<file path="config.mk">
export PLATFORM = sky130hd
export DESIGN_NAME = key_move_ctrl
export DESIGN_NICKNAME = d
export VERILOG_FILES = /design/src/rtl/key_move_pkg.sv /design/src/rtl/cmd_fifo.sv /design/src/rtl/key_move_ctrl.sv
export SDC_FILE = /design/constraint.sdc
export NUM_CORES = 1
export LEC_CHECK = 0
export ABC_AREA = 1
export CELL_PAD_IN_SITES_DETAIL_PLACEMENT = 1
export CELL_PAD_IN_SITES_GLOBAL_PLACEMENT = 2
export CORE_MARGIN = 5
export CORE_UTILIZATION = 32
export CTS_CLUSTER_DIAMETER = 150
export CTS_CLUSTER_SIZE = 10
export DETAILED_ROUTE_END_ITERATION = 8
export PLACE_DENSITY = 0.78
export SLEW_MARGIN = 20
export SYNTH_ARGS = -nofsm -noshare
export SYNTH_HDL_FRONTEND = slang
export SYNTH_HIERARCHICAL = 1
export SYNTH_SLANG_ARGS = --single-unit
</file>
<file path="constraint.sdc">
create_clock -name clk -period 2.6 [get_ports clk]
set_clock_uncertainty 0.1 [all_clocks]
set_input_delay 0.52 -clock clk [delete_from_list [all_inputs] [get_ports clk]]
set_output_delay 0.52 -clock clk [all_outputs]
set_load 0.01 [all_outputs]
</file>
<file path="src/rtl/key_move_pkg.sv">
// Shared types and constants for the keyboard-driven block mover:
// command encoding, PS/2 scan codes and the decoder state type.
package key_move_pkg;

    localparam int CMD_W = 3;

    typedef enum logic [CMD_W-1:0] {
        CMD_NONE   = 3'd0,
        CMD_UP     = 3'd1,
        CMD_DOWN   = 3'd2,
        CMD_LEFT   = 3'd3,
        CMD_RIGHT  = 3'd4,
        CMD_CENTER = 3'd5
    } cmd_e;

    typedef enum logic [1:0] {
        ST_IDLE    = 2'd0,
        ST_EXT     = 2'd1,
        ST_BRK     = 2'd2,
        ST_EXT_BRK = 2'd3
    } dec_state_e;

    // Prefix bytes
    localparam logic [7:0] SC_EXT    = 8'hE0;
    localparam logic [7:0] SC_BRK    = 8'hF0;
    // Extended (arrow) make codes
    localparam logic [7:0] SC_EUP    = 8'h75;
    localparam logic [7:0] SC_EDOWN  = 8'h72;
    localparam logic [7:0] SC_ELEFT  = 8'h6B;
    localparam logic [7:0] SC_ERIGHT = 8'h74;
    // Plain make codes (W/S/A/D style keys and space)
    localparam logic [7:0] SC_UP     = 8'h1D;
    localparam logic [7:0] SC_DOWN   = 8'h1B;
    localparam logic [7:0] SC_LEFT   = 8'h1C;
    localparam logic [7:0] SC_RIGHT  = 8'h23;
    localparam logic [7:0] SC_SPACE  = 8'h29;

    // Command for a non-extended make code, NONE if unrecognised
    function automatic cmd_e plain_make(input logic [7:0] k);
        case (k)
            SC_UP:    return CMD_UP;
            SC_DOWN:  return CMD_DOWN;
            SC_LEFT:  return CMD_LEFT;
            SC_RIGHT: return CMD_RIGHT;
            SC_SPACE: return CMD_CENTER;
            default:  return CMD_NONE;
        endcase
    endfunction

    // Command for an E0-prefixed make code, NONE if unrecognised
    function automatic cmd_e ext_make(input logic [7:0] k);
        case (k)
            SC_EUP:    return CMD_UP;
            SC_EDOWN:  return CMD_DOWN;
            SC_ELEFT:  return CMD_LEFT;
            SC_ERIGHT: return CMD_RIGHT;
            default:   return CMD_NONE;
        endcase
    endfunction

endpackage

</file>
<file path="src/rtl/cmd_fifo.sv">
// Small first-word-fall-through FIFO. The head entry is visible on dout
// whenever the queue is non-empty. A pop on an empty queue is ignored, and
// a push on a full queue only lands if a pop frees a slot that same cycle.
module cmd_fifo #(
    parameter int WIDTH = 3,
    parameter int DEPTH = 4
) (
    input  logic             clk,
    input  logic             rst,
    input  logic             push,
    input  logic             pop,
    input  logic [WIDTH-1:0] din,
    output logic [WIDTH-1:0] dout,
    output logic             full,
    output logic             empty
);

    localparam int AW = $clog2(DEPTH);

    logic [WIDTH-1:0] r_mem [DEPTH];
    logic [AW:0]      r_wr_ptr;
    logic [AW:0]      r_rd_ptr;
    logic             w_do_push;
    logic             w_do_pop;

    // Extra pointer MSB distinguishes full from empty when low bits match
    assign empty     = (r_wr_ptr == r_rd_ptr);
    assign full      = (r_wr_ptr[AW] != r_rd_ptr[AW]) &&
                       (r_wr_ptr[AW-1:0] == r_rd_ptr[AW-1:0]);
    assign w_do_pop  = pop && !empty;
    assign w_do_push = push && (!full || w_do_pop);
    assign dout      = r_mem[r_rd_ptr[AW-1:0]];

    // Pointer update
    always_ff @(posedge clk or negedge rst) begin
        if (!rst) begin
            r_wr_ptr <= '0;
            r_rd_ptr <= '0;
        end else begin
            if (w_do_push) r_wr_ptr <= r_wr_ptr + {{AW{1'b0}}, 1'b1};
            if (w_do_pop)  r_rd_ptr <= r_rd_ptr + {{AW{1'b0}}, 1'b1};
        end
    end

    // Storage write; contents are don't-care while the slot is free
    always_ff @(posedge clk) begin
        if (w_do_push) r_mem[r_wr_ptr[AW-1:0]] <= din;
    end

endmodule

</file>
<file path="src/rtl/key_move_ctrl.sv">
// Turns PS/2 scan bytes into block movement commands, queues them, and
// applies at most one queued command per video frame with edge clamping.
module key_move_ctrl
    import key_move_pkg::*;
#(
    parameter int SCREEN_W   = 640,
    parameter int SCREEN_H   = 480,
    parameter int BLOCK_W    = 32,
    parameter int BLOCK_H    = 32,
    parameter int STEP       = 8,
    parameter int FIFO_DEPTH = 4
) (
    input  logic       clk,
    input  logic       rst,
    input  logic [7:0] key,
    input  logic       new_code,
    input  logic       frame_tick,
    output logic [9:0] xpos,
    output logic [9:0] ypos,
    output logic       moved,
    output logic       cmd_pending,
    output logic       overflow
);

    localparam logic [9:0]  P_STEP   = 10'(STEP);
    localparam logic [10:0] P_STEP11 = 11'(STEP);
    localparam logic [10:0] P_XMAX   = 11'(SCREEN_W - BLOCK_W);
    localparam logic [10:0] P_YMAX   = 11'(SCREEN_H - BLOCK_H);
    localparam logic [9:0]  P_XCTR   = 10'((SCREEN_W - BLOCK_W) / 2);
    localparam logic [9:0]  P_YCTR   = 10'((SCREEN_H - BLOCK_H) / 2);

    dec_state_e       r_state;
    dec_state_e       w_next;
    cmd_e             w_cmd;
    logic             w_push;
    logic             w_pop;
    logic [CMD_W-1:0] w_dout;
    cmd_e             w_head;
    logic             w_full;
    logic             w_empty;
    logic [10:0]      w_x_inc;
    logic [10:0]      w_y_inc;
    logic [9:0]       r_xpos;
    logic [9:0]       r_ypos;
    logic             r_moved;
    logic             r_overflow;

    // ---------------- Decoder FSM ----------------

    // Decoder state register
    always_ff @(posedge clk or negedge rst) begin
        if (!rst) r_state <= ST_IDLE;
        else      r_state <= w_next;
    end

    // Decoder next state; only a received byte moves the FSM
    always_comb begin
        w_next = r_state;
        if (new_code) begin
            case (r_state)
                ST_IDLE: begin
                    if (key == SC_EXT)      w_next = ST_EXT;
                    else if (key == SC_BRK) w_next = ST_BRK;
                    else                    w_next = ST_IDLE;
                end
                ST_EXT: begin
                    if (key == SC_BRK) w_next = ST_EXT_BRK;
                    else               w_next = ST_IDLE;
                end
                // Byte after a break prefix is the released key: swallow it
                default: w_next = ST_IDLE;
            endcase
        end
    end

    // Decoder output: command to enqueue for the byte arriving this cycle
    always_comb begin
        w_cmd = CMD_NONE;
        if (new_code) begin
            case (r_state)
                ST_IDLE: w_cmd = plain_make(key);
                ST_EXT:  w_cmd = ext_make(key);
                default: w_cmd = CMD_NONE;
            endcase
        end
        w_push = (w_cmd != CMD_NONE);
    end

    // ---------------- Command queue ----------------

    // Pop is requested every frame; the FIFO ignores it while empty, so a
    // command pushed on the same tick is not bypassed to the executor.
    assign w_pop  = frame_tick;
    assign w_head = cmd_e'(w_dout);

    cmd_fifo #(
        .WIDTH (CMD_W),
        .DEPTH (FIFO_DEPTH)
    ) u_fifo (
        .clk   (clk),
        .rst   (rst),
        .push  (w_push),
        .pop   (w_pop),
        .din   (w_cmd),
        .dout  (w_dout),
        .full  (w_full),
        .empty (w_empty)
    );

    // Sticky drop flag: full queue with no pop freeing a slot this cycle
    always_ff @(posedge clk or negedge rst) begin
        if (!rst)                                            r_overflow <= 1'b0;
        else if (w_push && w_full && !(w_pop && !w_empty))   r_overflow <= 1'b1;
    end

    // ---------------- Position executor ----------------

    // Widened sums so the clamp compare cannot be fooled by 10-bit wrap
    assign w_x_inc = {1'b0, r_xpos} + P_STEP11;
    assign w_y_inc = {1'b0, r_ypos} + P_STEP11;

    // Apply the queue head on a frame tick; clamped no-ops still pulse moved
    always_ff @(posedge clk or negedge rst) begin
        if (!rst) begin
            r_xpos  <= P_XCTR;
            r_ypos  <= P_YCTR;
            r_moved <= 1'b0;
        end else begin
            r_moved <= 1'b0;
            if (frame_tick && !w_empty) begin
                r_moved <= 1'b1;
                case (w_head)
                    CMD_UP:     r_ypos <= (r_ypos >= P_STEP) ? r_ypos - P_STEP : 10'd0;
                    CMD_DOWN:   r_ypos <= (w_y_inc > P_YMAX) ? P_YMAX[9:0] : w_y_inc[9:0];
                    CMD_LEFT:   r_xpos <= (r_xpos >= P_STEP) ? r_xpos - P_STEP : 10'd0;
                    CMD_RIGHT:  r_xpos <= (w_x_inc > P_XMAX) ? P_XMAX[9:0] : w_x_inc[9:0];
                    CMD_CENTER: begin
                        r_xpos <= P_XCTR;
                        r_ypos <= P_YCTR;
                    end
                    default: ;
                endcase
            end
        end
    end

    assign xpos        = r_xpos;
    assign ypos        = r_ypos;
    assign moved       = r_moved;
    assign cmd_pending = !w_empty;
    assign overflow    = r_overflow;

endmodule

</file>
# [After elaboration in Yosys (flattened, before gate mapping)]
# Memories as Yosys holds them, arrays and structs flattened.
# Index checks and enable logic that the tools add are counted.
[word_totals] in_bits=12 out_inout_bits=23 elab_cells=70 n_memories=1 reg_bits=30 ramBits=12
[classes] n_mux=17 eq_ne=20 n_reduce_logical=15 order_cmp=4 n_addsub=6
[memory_table] memory="u_fifo.r_mem" words=4 width=3 read_ports=1 rd_ports_with_merged_regs=0 write_ports=1 line="cmd_fifo.sv:20" source="logic [WIDTH-1:0] r_mem [DEPTH];"
[op_table] operator="case mux 10 bit (3 select lines)" n=2
[op_table] operator="2-to-1 mux 10 bit" n=4
[op_table] operator="equality test 8 x 7 -> 1 bit (second input constant)" n=4
[op_table] operator="equality test 8 x 5 -> 1 bit (second input constant)" n=3
[op_table] operator="adder 10 x 4 -> 11 bit (second input constant)" n=2
[op_table] operator="greater-or-equal comparator 10 x 4 -> 1 bit (second input constant)" n=2
[op_table] operator="subtractor 10 x 4 -> 10 bit (second input constant)" n=2
[op_table] operator="equality test 8 x 6 -> 1 bit (second input constant)" n=2
[op_table] operator="equality test 8 bit (second input constant)" n=2
[op_table] operator="case mux 3 bit (5 select lines)" n=1
[op_table] operator="case mux 3 bit (4 select lines)" n=1
[op_table] operator="> comparator 11 x 10 -> 1 bit (second input constant)" n=1
[op_table] operator="> comparator 11 x 9 -> 1 bit (second input constant)" n=1
[op_table] operator="nonzero test 3 bit" n=3
[op_table] operator="adder 3 x 1 -> 3 bit (second input constant)" n=2
[op_table] operator="equality test 3 x 2 -> 1 bit (second input constant)" n=2
[op_table] operator="equality test 3 bit (second input constant)" n=2
[op_table] operator="2-to-1 mux 2 bit" n=3
[op_table] operator="case mux 3 bit (2 select lines)" n=1
[op_table] operator="logical AND 1 bit" n=5
[op_table] operator="case mux 2 bit (2 select lines)" n=1
[op_table] operator="AND reduction 2 bit" n=2
[op_table] operator="equality test 3 x 1 -> 1 bit (second input constant)" n=1
[op_table] operator="equality test 3 bit" n=1
[op_table] operator="8 further kinds" n=12

# [Depth between registers and ports, before layout]
[logic_depth] depth_word=8 depth_mapped=14

# [By module]
# Netlist, hierarchy kept.
[modules_own_cells] mod="key_move_ctrl" area_per_inst_um2=2025.7 seq_area_each_um2=457.9 cells_each=318 instances=1
[modules_own_cells] mod="cmd_fifo" area_per_inst_um2=918.4 seq_area_each_um2=510.5 cells_each=89 instances=1

# [Least setup slack after synthesis]
# No wires, ideal clock.
[synth_path] path_type="reg-to-reg" startpoint="register u_fifo.r_rd_ptr[0]" endpoint="register r_ypos[7] (netlist: ypos[7])" required_ns=2.428 n_path_buf=1 t_arrival_ns=1.881 path_slack_ns=0.546 path_stages_with_launch=13 cell_sequence="dfrtp_1 buf_6 inv_1 o21ai_0 o22ai_1 nand2_4 nor2_2 nor2_1 nand2_2 o21ai_1 nand3b_1 nand2_1 inv_1"
[synth_via] elab_chain_len=4 word_cells_on_any_way=10 classes_between="eq/ne (4); mux (1); reduce/logical (4); memory (1)"
[synth_lines] element="from (decl)" line="cmd_fifo.sv:22" source="logic [AW:0] r_rd_ptr;"
[synth_lines] element="from (signal assigned)" line="cmd_fifo.sv:41" source="if (w_do_pop) r_rd_ptr <= r_rd_ptr + {{AW{1'b0}}, 1'b1};"
[synth_lines] element="memory (4 x 3 bit) *"
[synth_lines] element="via w_dout[2]" line="key_move_ctrl.sv:37" source="logic [CMD_W-1:0] w_dout;"
[synth_lines] element="equality test 3 bit (tied with other cells)" line="key_move_ctrl.sv:132" source="case (w_head)"
[synth_lines] element="nonzero test 3 bit (no line)"
[synth_lines] element="AND reduction 2 bit (no line)"
[synth_lines] element="to (signal assigned)" line="key_move_ctrl.sv:133" source="CMD_UP: r_ypos <= (r_ypos >= P_STEP) ? r_ypos - P_STEP : 10'd0;"
[synth_lines] element="to (signal assigned)" line="key_move_ctrl.sv:134" source="CMD_DOWN: r_ypos <= (w_y_inc > P_YMAX) ? P_YMAX[9:0] : w_y_inc[9:0];"
[synth_lines] element="to (decl)" line="key_move_ctrl.sv:44" source="logic [9:0] r_ypos;"
# The timed path passes the listed nets; every way through them passes the cells marked *.
# A chain may end at the register's enable or synchronous reset.

# [Worst setup path after layout]
[layout_path] startpoint="register u_fifo.r_rd_ptr[0]" endpoint="output cmd_pending"
[layout_via] elab_chain_len=2
[layout_lines] element="equality test 3 bit" line="cmd_fifo.sv:27" source="assign empty = (r_wr_ptr == r_rd_ptr);"
[layout_lines] element="via w_empty" line="key_move_ctrl.sv:40" source="logic w_empty;"
[layout_lines] element="logical NOT 1 bit" line="key_move_ctrl.sv:150" source="assign cmd_pending = !w_empty;"
[layout_lines] element="to (decl)" line="key_move_ctrl.sv:21" source="output logic cmd_pending,"
# The timed path passes the listed nets, and every way through them passes these cells.

==> metrics <==
Max VDD drop=0.0003031 V; RSZ-0062 raised after global routing=false; synth unique cells=40; area grow syn2layout=16.79%; YS warnings=6; Crit. End Element=output port; fin crit period=2485 ps; drt first pass iters=4; Initial Util=32.32%; Setup CP Type=reg -> out; vias=2585; number of antenna violations at the first check in global routing=0; Arr. time, crit path=1860 ps; gr busiest metal=met2; setup ws final=115.4 ps; clk_lat worst skew=290 ps; Crit path required time=1980 ps; LEAKAGE=0.001702 µW; gr usage total=13.86%; vias in the first global route=2734; H-tree level count=2; Final Hold Vio Count=0; share of post-route cells with drive strength above 1=14.90%; Worst setup SP type=flip-flop; Buf/Inv on CP=4; max_cap viols=0; critical-path cell list=buf_4 -> xnor2_4 -> nand3_4 -> inv_1 -> inv_1 -> clkdlybuf4s50_1; Global Route met3 Usage=2.125%; Most used DFF post-synth=dfrtp_1; global-route wire length before repair=12850 µm; sequential area share after synthesis=32.89%; max incr delay on CP=480 ps; FF/Latch Area=970.9 µm²; synthesized instance count=407; cell family with most CP delay=buffers and inverters; total grt overflow=0; biggest area consumer among synthesized cells=dfrtp_1; core footprint=9109 µm²; Die Ht=105.9 µm; clock slew at reported path FFs=80 ps; CP max FO=5; top-area cell type share of the netlist area=15.30%; via density per instance=4.666; Max transition margin=63.42%; grt met1 use=17.86%; Slew Viols, Final=0; R2R Setup Slk=300 ps; number of DRC violations after detailed-routing iteration 0=54; area of the multi-input gates=1629 µm²; Num Clock Sinks=36; Hold Crit Class=reg -> reg; fillers=1177; RePlAce Congestion=0.8033; clock buffer count from CTS=5; CTS max path bufs=2; EDFF count, synth=12; antenna cells=0; GR Util met2=24.64%; Post-Syn Area=2944 µm²; final wirelength=7368 µm; Most common cell on crit path=inv_1; dpl hpwl=5820 µm; setup violators final=0; Tcrit/Tclk final=95.56%; post-placement worst setup slack=9.350 ps; top cells by area, synth=dfrtp_1 (15%), edfxtp_1 (12%), nand2_1 (11%); PwrDens=1119 nW/µm²; DRC errors left=0; Slowest cell on crit path=clkdlybuf4s50_1; fin nets=465; Buffers on Ports=28; Avg Cell Area, Syn=7.234 µm²; die width=105.9 µm; DR WL/cell=13.30 µm; Slew @ Worst Pin=548.8 ps; Root Buffer=clkbuf_8; CTS tree=yes; Setup TNS=0 ps; Fmax=402.5 MHz; status=complete, no violations; IO Pins=35; Routed Antenna Nets=0; Synth Register Bits=36; largest net degree at the start of global routing=25; num rows=35; Async SR Flop Fraction=66.67%; die area=11220 µm²
-- layer usage --
metal	up-vias	share of wire (%)
met5	-	0
met4	0	0.75
met3	5	2.4
met2	25	50
met1	1215	47
li1	1340	-
-- cell usage after synthesis, types with 8 or more instances --
master	n
dfrtp_1	18
nand2_2	9
o21ai_1	9
nor2_1	59
nand2_1	90
o21ai_0	17
xor2_1	11
inv_1	60
buf_4	8
ha_1	11
nand3_1	24
edfxtp_1	12
-- power breakdown --
part | internal, µW | leakage, µW | switching (µW)
Sequential | 769 | 0.000399 | 310
Combinational | 941 | 0.00126 | 1420
Clock | 186 | 0.0000388 | 223
-- final cells by class --
class	count	share of cell area [%]
Clock buffer	6	2.111
Clock inverter	2	0.3275
Inverter	70	8.006
Multi-Input combinational cell	293	47.38
Sequential cell	36	28.24
Tap cell	111	4.039
Timing Repair Buffer	36	9.898
-- state kept, by name, indices dropped and copies added (netlist names) --
name	flops
xpos	7
u_fifo/r_wr_ptr	3
r_state	2
overflow	1
u_fifo/r_mem	12
ypos	7
moved	1
u_fifo/r_rd_ptr	3
-- final timing paths --
check,from,to,depth (start not counted)
max,u_fifo/r_rd_ptr[0]$_DFFE_PN0P_,cmd_pending,6
min,overflow$_DFFE_PN0P_,overflow$_DFFE_PN0P_,2
max reg2reg,u_fifo/r_rd_ptr[0]$_DFFE_PN0P_,ypos[4]$_DFFE_PN0P_,10
min reg2reg,overflow$_DFFE_PN0P_,overflow$_DFFE_PN0P_,2
max in group asynchronous,rst,xpos[8]$_DFFE_PN1P_,2
min in group asynchronous,rst,ypos[9]$_DFFE_PN0P_,2
-- layout by cell type, fill, tap and decap left out, drive strengths merged, types with 8 or more instances in the layout --
master	instances
a21oi	12
buf	8
clkdlybuf4s50	28
dfrtp	18
edfxtp	12
ha	11
inv	67
nand2	103
nand3	29
nand4	9
nor2	63
o21ai	27
xor2	11
-- repair_timing --
action	in CTS	in global routing
hold buffers	0	0
setup buffers	0	1
resized for setup	1	2
setup endpoints to repair	1	1
-- per-stage QoR --
| step | power, µW | instance area (µm²) | hold slack [ps] | std cells | utilization, % |
|---|---|---|---|---|---|
| 6_report | 3848 | 3438 | 378.3 | 554 | 37.75 |
| 5_1_grt | 4243 | 3438 | 446.8 | 554 | 37.75 |
| 4_1_cts | 3891 | 3422 | 386.2 | 553 | 37.57 |
| 3_5_place_dp | 3462 | 3337 | 368.7 | 545 | 36.63 |
| 3_3_place_gp | 3412 | 3337 | 356.5 | 545 | 36.63 |
| 2_1_floorplan | 2744 | 2963 | 124.4 | 412 | - |
-- worst reg2reg max path: cells and delay by family, from the launching register on --
family / cells / cell delay [ps]
flip-flops: 1 / 440
AND/OR/NAND/NOR: 2 / 340
AO/OA/AOI/OAI: 5 / 870
buffers and inverters: 3 / 450
-- kinds of logic (layout without fill, tap and decap cells) --
logic type,after synthesis,in the layout,synth area share [%]
compound gates,45,45,9.180
flops,36,36,32.89
fa+ha+maj,11,11,4.675
buf+inv,83,114,12.67
other cells,1,6,0.1274
xor+xnor,15,15,5.100
simple gates,216,216,35.36
No activity file was read; power rests on OpenSTA's default activity.
